## src/rtl/drum_spi_pkg.sv

```systemverilog
// Shared types and constants for the MCU drum-command SPI transmitter.
// DRUM_TX_PARITY_EN adds an odd-parity bit after the 8 data bits.
package drum_spi_pkg;

  localparam int CMD_W = 8;

`ifdef DRUM_TX_PARITY_EN
  localparam int FRAME_BITS = 9;
`else
  localparam int FRAME_BITS = 8;
`endif

  localparam int CNT_W = $clog2(FRAME_BITS + 1);

  typedef enum logic [CMD_W-1:0] {
    KICK  = 8'h02,
    SNARE = 8'h05,
    HIHAT = 8'h09,
    TOM   = 8'h0C,
    CRASH = 8'h10
  } drum_cmd_t;

  typedef enum logic [2:0] {
    IDLE,
    LOAD,
    SHIFT,
    HOLD,
    ACK
  } tx_state_t;

endpackage

```

## src/rtl/async_edge_sync.sv

```systemverilog
// Multi-flop synchroniser for an asynchronous input, followed by a
// single-cycle rise/fall edge detector in the clk domain.
module async_edge_sync #(
  parameter int SYNC_STAGES = 2
) (
  input  logic clk,
  input  logic rst_n,
  input  logic async_in,
  output logic rise,
  output logic fall
);

  logic [SYNC_STAGES-1:0] sync_q;
  logic                   prev_q;

  // NOTE: sequential state uses non-blocking assignments so every flop
  // samples the pre-edge value of its neighbour and the chain cannot collapse.
  always_ff @(posedge clk or negedge rst_n) begin
    if (!rst_n) begin
      sync_q <= '0;
      prev_q <= 1'b0;
    end else begin
      sync_q <= {sync_q[SYNC_STAGES-2:0], async_in};
      prev_q <= sync_q[SYNC_STAGES-1];
    end
  end

  assign rise = sync_q[SYNC_STAGES-1] & ~prev_q;
  assign fall = ~sync_q[SYNC_STAGES-1] & prev_q;

endmodule

```

## src/rtl/drum_cmd_spi_tx.sv

```systemverilog
// Queued drum-command transmitter: shifts each byte MSB-first on mcu_sdo
// under the MCU's mcu_sck and pops the next one after a mcu_load ack.
// DRUM_TX_PARITY_EN appends an odd-parity bit to each frame.
module drum_cmd_spi_tx
  import drum_spi_pkg::*;
#(
  parameter int FIFO_DEPTH  = 4,
  parameter int SYNC_STAGES = 2
) (
  input  logic                          clk,
  input  logic                          rst_n,
  input  logic                          cmd_valid,
  input  logic [CMD_W-1:0]              cmd_data,
  output logic                          cmd_ready,
  input  logic                          mcu_sck,
  input  logic                          mcu_load,
  output logic                          mcu_sdo,
  output logic                          mcu_done,
  output logic                          overflow,
  output logic [$clog2(FIFO_DEPTH):0]   fifo_count
);

  localparam int AW = $clog2(FIFO_DEPTH);

  logic sck_fall, sck_rise_unused, load_rise, load_fall;

  async_edge_sync #(.SYNC_STAGES(SYNC_STAGES)) u_sck_sync (
    .clk      (clk),
    .rst_n    (rst_n),
    .async_in (mcu_sck),
    .rise     (sck_rise_unused),
    .fall     (sck_fall)
  );

  async_edge_sync #(.SYNC_STAGES(SYNC_STAGES)) u_load_sync (
    .clk      (clk),
    .rst_n    (rst_n),
    .async_in (mcu_load),
    .rise     (load_rise),
    .fall     (load_fall)
  );

  // Command queue: circular buffer, extra pointer bit distinguishes full from empty.
  logic [CMD_W-1:0] mem [FIFO_DEPTH];
  logic [AW:0]      wptr_q, rptr_q;
  logic             empty, full, push, pop;
  logic [CMD_W-1:0] head;
  tx_state_t        state_q, state_d;

  assign empty      = (wptr_q == rptr_q);
  assign full       = (wptr_q[AW] != rptr_q[AW]) && (wptr_q[AW-1:0] == rptr_q[AW-1:0]);
  assign pop        = (state_q == LOAD);
  assign cmd_ready  = !full || pop;
  assign push       = cmd_valid && cmd_ready;
  assign fifo_count = wptr_q - rptr_q;
  assign head       = mem[rptr_q[AW-1:0]];

  // NOTE: the storage array has no reset; only the pointers define what is valid.
  always_ff @(posedge clk) begin
    if (push) mem[wptr_q[AW-1:0]] <= cmd_data;
  end

  always_ff @(posedge clk or negedge rst_n) begin
    if (!rst_n) begin
      wptr_q   <= '0;
      rptr_q   <= '0;
      overflow <= 1'b0;
    end else begin
      if (push) wptr_q <= wptr_q + 1'b1;
      if (pop)  rptr_q <= rptr_q + 1'b1;
      overflow <= cmd_valid && !cmd_ready;
    end
  end

  logic [FRAME_BITS-1:0] frame_word, shift_q, shift_d;
  logic [CNT_W-1:0]      cnt_q, cnt_d;

`ifdef DRUM_TX_PARITY_EN
  assign frame_word = {head, ~^head};
`else
  assign frame_word = head;
`endif

  // NOTE: every comb output gets a default first so no path infers a latch.
  always_comb begin
    state_d = state_q;
    shift_d = shift_q;
    cnt_d   = cnt_q;
    unique case (state_q)
      IDLE:  if (!empty) state_d = LOAD;
      LOAD: begin
        shift_d = frame_word;
        cnt_d   = '0;
        state_d = SHIFT;
      end
      SHIFT: begin
        // An ack outranks a simultaneous sck edge and abandons the frame.
        if (load_rise) begin
          state_d = ACK;
        end else if (sck_fall) begin
          shift_d = shift_q << 1;
          cnt_d   = cnt_q + CNT_W'(1);
          if (cnt_q == CNT_W'(FRAME_BITS - 1)) state_d = HOLD;
        end
      end
      HOLD:  if (load_rise) state_d = ACK;
      ACK:   if (load_fall) state_d = empty ? IDLE : LOAD;
      default: state_d = IDLE;
    endcase
  end

  always_ff @(posedge clk or negedge rst_n) begin
    if (!rst_n) begin
      state_q  <= IDLE;
      shift_q  <= '0;
      cnt_q    <= '0;
      mcu_done <= 1'b0;
      mcu_sdo  <= 1'b0;
    end else begin
      state_q  <= state_d;
      shift_q  <= shift_d;
      cnt_q    <= cnt_d;
      mcu_done <= (state_q == SHIFT) || (state_q == HOLD);
      mcu_sdo  <= (state_q == SHIFT) && shift_q[FRAME_BITS-1];
    end
  end

endmodule

```

## config.mk

```make
export PLATFORM = sky130hd
export DESIGN_NAME = drum_cmd_spi_tx
export DESIGN_NICKNAME = d
export VERILOG_FILES = /design/src/rtl/drum_spi_pkg.sv /design/src/rtl/async_edge_sync.sv /design/src/rtl/drum_cmd_spi_tx.sv
export SDC_FILE = /design/constraint.sdc
export NUM_CORES = 1
export LEC_CHECK = 0
export CAP_MARGIN = 20
export CORE_MARGIN = 2
export CORE_UTILIZATION = 57
export CTS_CLUSTER_DIAMETER = 200
export DETAILED_ROUTE_END_ITERATION = 8
export GPL_TIMING_DRIVEN = 0
export PLACE_DENSITY_LB_ADDON = 0.1
export SYNTH_ARGS = -nofsm -noshare
export SYNTH_HDL_FRONTEND = slang
export SYNTH_SLANG_ARGS = --single-unit
```

## constraint.sdc

```tcl
create_clock -name clk -period 2.7 [get_ports clk]
set_input_delay 0.27 -clock clk [delete_from_list [all_inputs] [get_ports clk]]
set_output_delay 0.27 -clock clk [all_outputs]
set_load 0.05 [all_outputs]
```

==> results.json <==
{
  "cts_sinks": 62,
  "timing.rr.end": "mem[2][2]$_DFFE_PP_",
  "final_common_cell": "edfxtp_1",
  "synth_area_mm2": 0.00258,
  "ys_ff_latch": 62,
  "avgViaCountPerCell": 5.75,
  "cp-start-kind": "flip-flop",
  "grt_pass1_wl_mm": 7.96,
  "dpl.hpwl_mm": 3.05,
  "ir_worst_vdd_mv": 0.676,
  "layout-drive-gt1-share_pct": 16.8,
  "pre_cts_slack_ns": -0.175,
  "htree_levels": 3,
  "crit_start": "rptr_q[1]$_DFFE_PN0P_",
  "path_cells": "buf_2 -> inv_1 -> ha_1 -> nand2_1 -> or3_1 -> clkbuf_1 -> clkbuf_2",
  "cp.required_ns": 2.43,
  "powerDensity_mw_per_mm2": 1260,
  "hold_path.class": "in -> async",
  "drc": 0,
  "slowest_stage": "dfrtp_1",
  "wl_mm": 4.53,
  "register_area_mm2": 0.00171,
  "max_freq_ghz": 0.394,
  "start_util_pct": 59.2,
  "grt_overflow": 0,
  "p_leak_uw": 0.00120,
  "area_growth_pct": 19.7,
  "reg2reg_depth": 7,
  "rrSetupSlack_ns": 0.37,
  "die_y_um": 71.3,
  "status": "completed",
  "path_clk_slew_ns": 0.07,
  "worstMarginPinSlew_ns": 0.581,
  "grt_max_degree": 23,
  "wl_per_cell_um": 18.2,
  "antenna_found_initial": 0,
  "yosys_warnings": 0,
  "path_buf_inv": 4,
  "endpoint": "cmd_ready",
  "rsz0062_at_grt": "false",
  "first_pass_iters": 4,
  "clock_latency_ns": 0.33,
  "fin_worst_skew_ns": 0.00443,
  "drtAntennaViolNets": 0,
  "worstPathMaxFanout": 9,
  "clockBufferDepth": 2,
  "synth_top_flop_cell": "edfxtp_1",
  "setup_viol": 0,
  "core-area_mm2": 0.00435,
  "worstPathArrival_ns": 2.27,
  "final_cell_mix": "32 x edfxtp_1, 30 x dfrtp_1, 16 x clkdlybuf4s50_1",
  "final_nets": 214,
  "slowest_delay_ns": 0.40,
  "fin_crit_sh_pct": 94.0,
  "min_period_ns": 2.54,
  "synthCells": 161,
  "cts_tree": "built",
  "dieWidth_um": 71.3,
  "stdcell_count": 249,
  "root_buffer": "clkbuf_8",
  "gp_congestion": 0.782,
  "multi_input_area_um2": 801,
  "drtIter0Drc": 96,
  "pin_count": 20,
  "dp.cells": 233,
  "cap_viol_max_count": 0,
  "hold_viol": 0,
  "rows": 24,
  "syn_area_per_cell_um2": 16.0,
  "vias": 1431,
  "seq_area_frac_synth_pct": 66.4,
  "crit_family": "buffers and inverters",
  "cp-end-kind": "output port",
  "maxSlewViolCount": 0,
  "worst_slack_ns": 0.163,
  "cts_buffers": 9,
  "slew_headroom_pct": 61.2,
  "first_global_vias": 1621,
  "port_buffers": 19,
  "synth-edff-count": 32,
  "synth_nets": 183,
  "grt_use_total_pct": 21.8,
  "rr_startpoint": "rptr_q[1]$_DFFE_PN0P_",
  "num-fill-cells": 279,
  "antenna_cells": 0,
  "cts_hold_buf": 0,
  "die_area_mm2": 0.00508,
  "synthArstFlopShare_pct": 48.4,
  "worstSetupPathDepth": 7,
  "worstSetupPathType": "reg -> out",
  "yosys.cell_types.count": 37,
  "postCtsSetupRepairBufs": 0
}
## Yosys cell counts, types with 2 or more instances
cell,instances,area [um2]
nand2_1,8,30.0
xnor2_1,5,43.8
mux2i_1,4,40.0
and3_1,3,18.8
nand3_1,2,10.0
o31ai_1,2,15.0
clkbuf_1,4,15.0
nor2_1,3,11.3
edfxtp_1,32,961
or3_1,2,12.5
o21ai_0,3,15.0
o221a_1,7,78.8
ha_1,8,100
nand2b_1,8,50.1
nor2b_1,2,12.5
mux4_2,8,180
dfrtp_1,30,751
nor4_1,2,12.5
inv_1,10,37.5
## layer usage
metal	part of all wire [%]	track usage, %	vias up
met3	4.2	7.88	9
met5	0	0	-
met4	1.3	9.01	0
li1	-	-	668
met1	40	25.6	723
met2	54	36.5	31
## how the worst min path moves through the flow
stage / slack [ns] / to
2_1_floorplan: -0.03 / cnt_q[0]$_DFFE_PN0P_
3_3_place_gp: 0.33 / u_load_sync.sync_q[1]$_DFF_PN0_
3_5_place_dp: 0.34 / u_load_sync.sync_q[1]$_DFF_PN0_
4_1_cts: 0.25 / u_load_sync.sync_q[1]$_DFF_PN0_
5_1_grt: 0.27 / u_load_sync.sync_q[1]$_DFF_PN0_
6_report: 0.25 / u_load_sync.sync_q[0]$_DFF_PN0_
## flip-flops by register name, indices dropped and copies added (netlist names)
signal,flops
rptr_q,3
u_load_sync.prev_q,1
wptr_q,3
mcu_done,1
shift_q,8
u_sck_sync.prev_q,1
state_q,3
u_load_sync.sync_q,2
mcu_sdo,1
cnt_q,4
overflow,1
mem,32
u_sck_sync.sync_q,2
## metrics by stage
step	utilization, %	area, um2	total power (uW)	TNS, ns	hold WS [ns]
5_1_grt	70.9	3090	4110	0	0.274
6_report	70.9	3090	3890	0	0.255
3_5_place_dp	65.4	2850	2970	-0.881	0.338
3_3_place_gp	65.1	2830	2900	-0.619	0.335
2_1_floorplan	-	2580	2520	0	-0.0256
4_1_cts	70.9	3090	3930	-0.0532	0.248
## logic make-up (layout without fill, tap and decap cells)
family	Yosys count	after routing	share of synthesized area, %
adders and majority gates	9	9	4.66
and+or+nand+nor	37	37	8.59
muxes	13	13	8.98
xor gates and xnor gates	5	5	1.70
DFF	62	62	66.4
AOI/OAI and AO/OA	19	19	7.04
buffers and inverters	16	52	2.67
## timing repair
action	CTS	global route
setup endpoints to repair	10	10
gates resized for setup	3	5
pin swaps	0	0
## report_power, final
group	internal, uW	switching [uW]
clock	611	348
combinational	603	875
sequential	1280	167
total	2500	1390
## layout make-up
| class | instances | area share, % |
|---|---|---|
| plain buffers | 6 | 1.05 |
| clock buffers | 10 | 4.13 |
| clock inverters | 6 | 3.57 |
| inverters | 10 | 1.22 |
| multi-input cells | 83 | 25.9 |
| flip-flops and latches | 62 | 55.5 |
| well taps | 52 | 2.11 |
| repair buffers | 20 | 6.53 |
(Power assumes the default switching activity.)
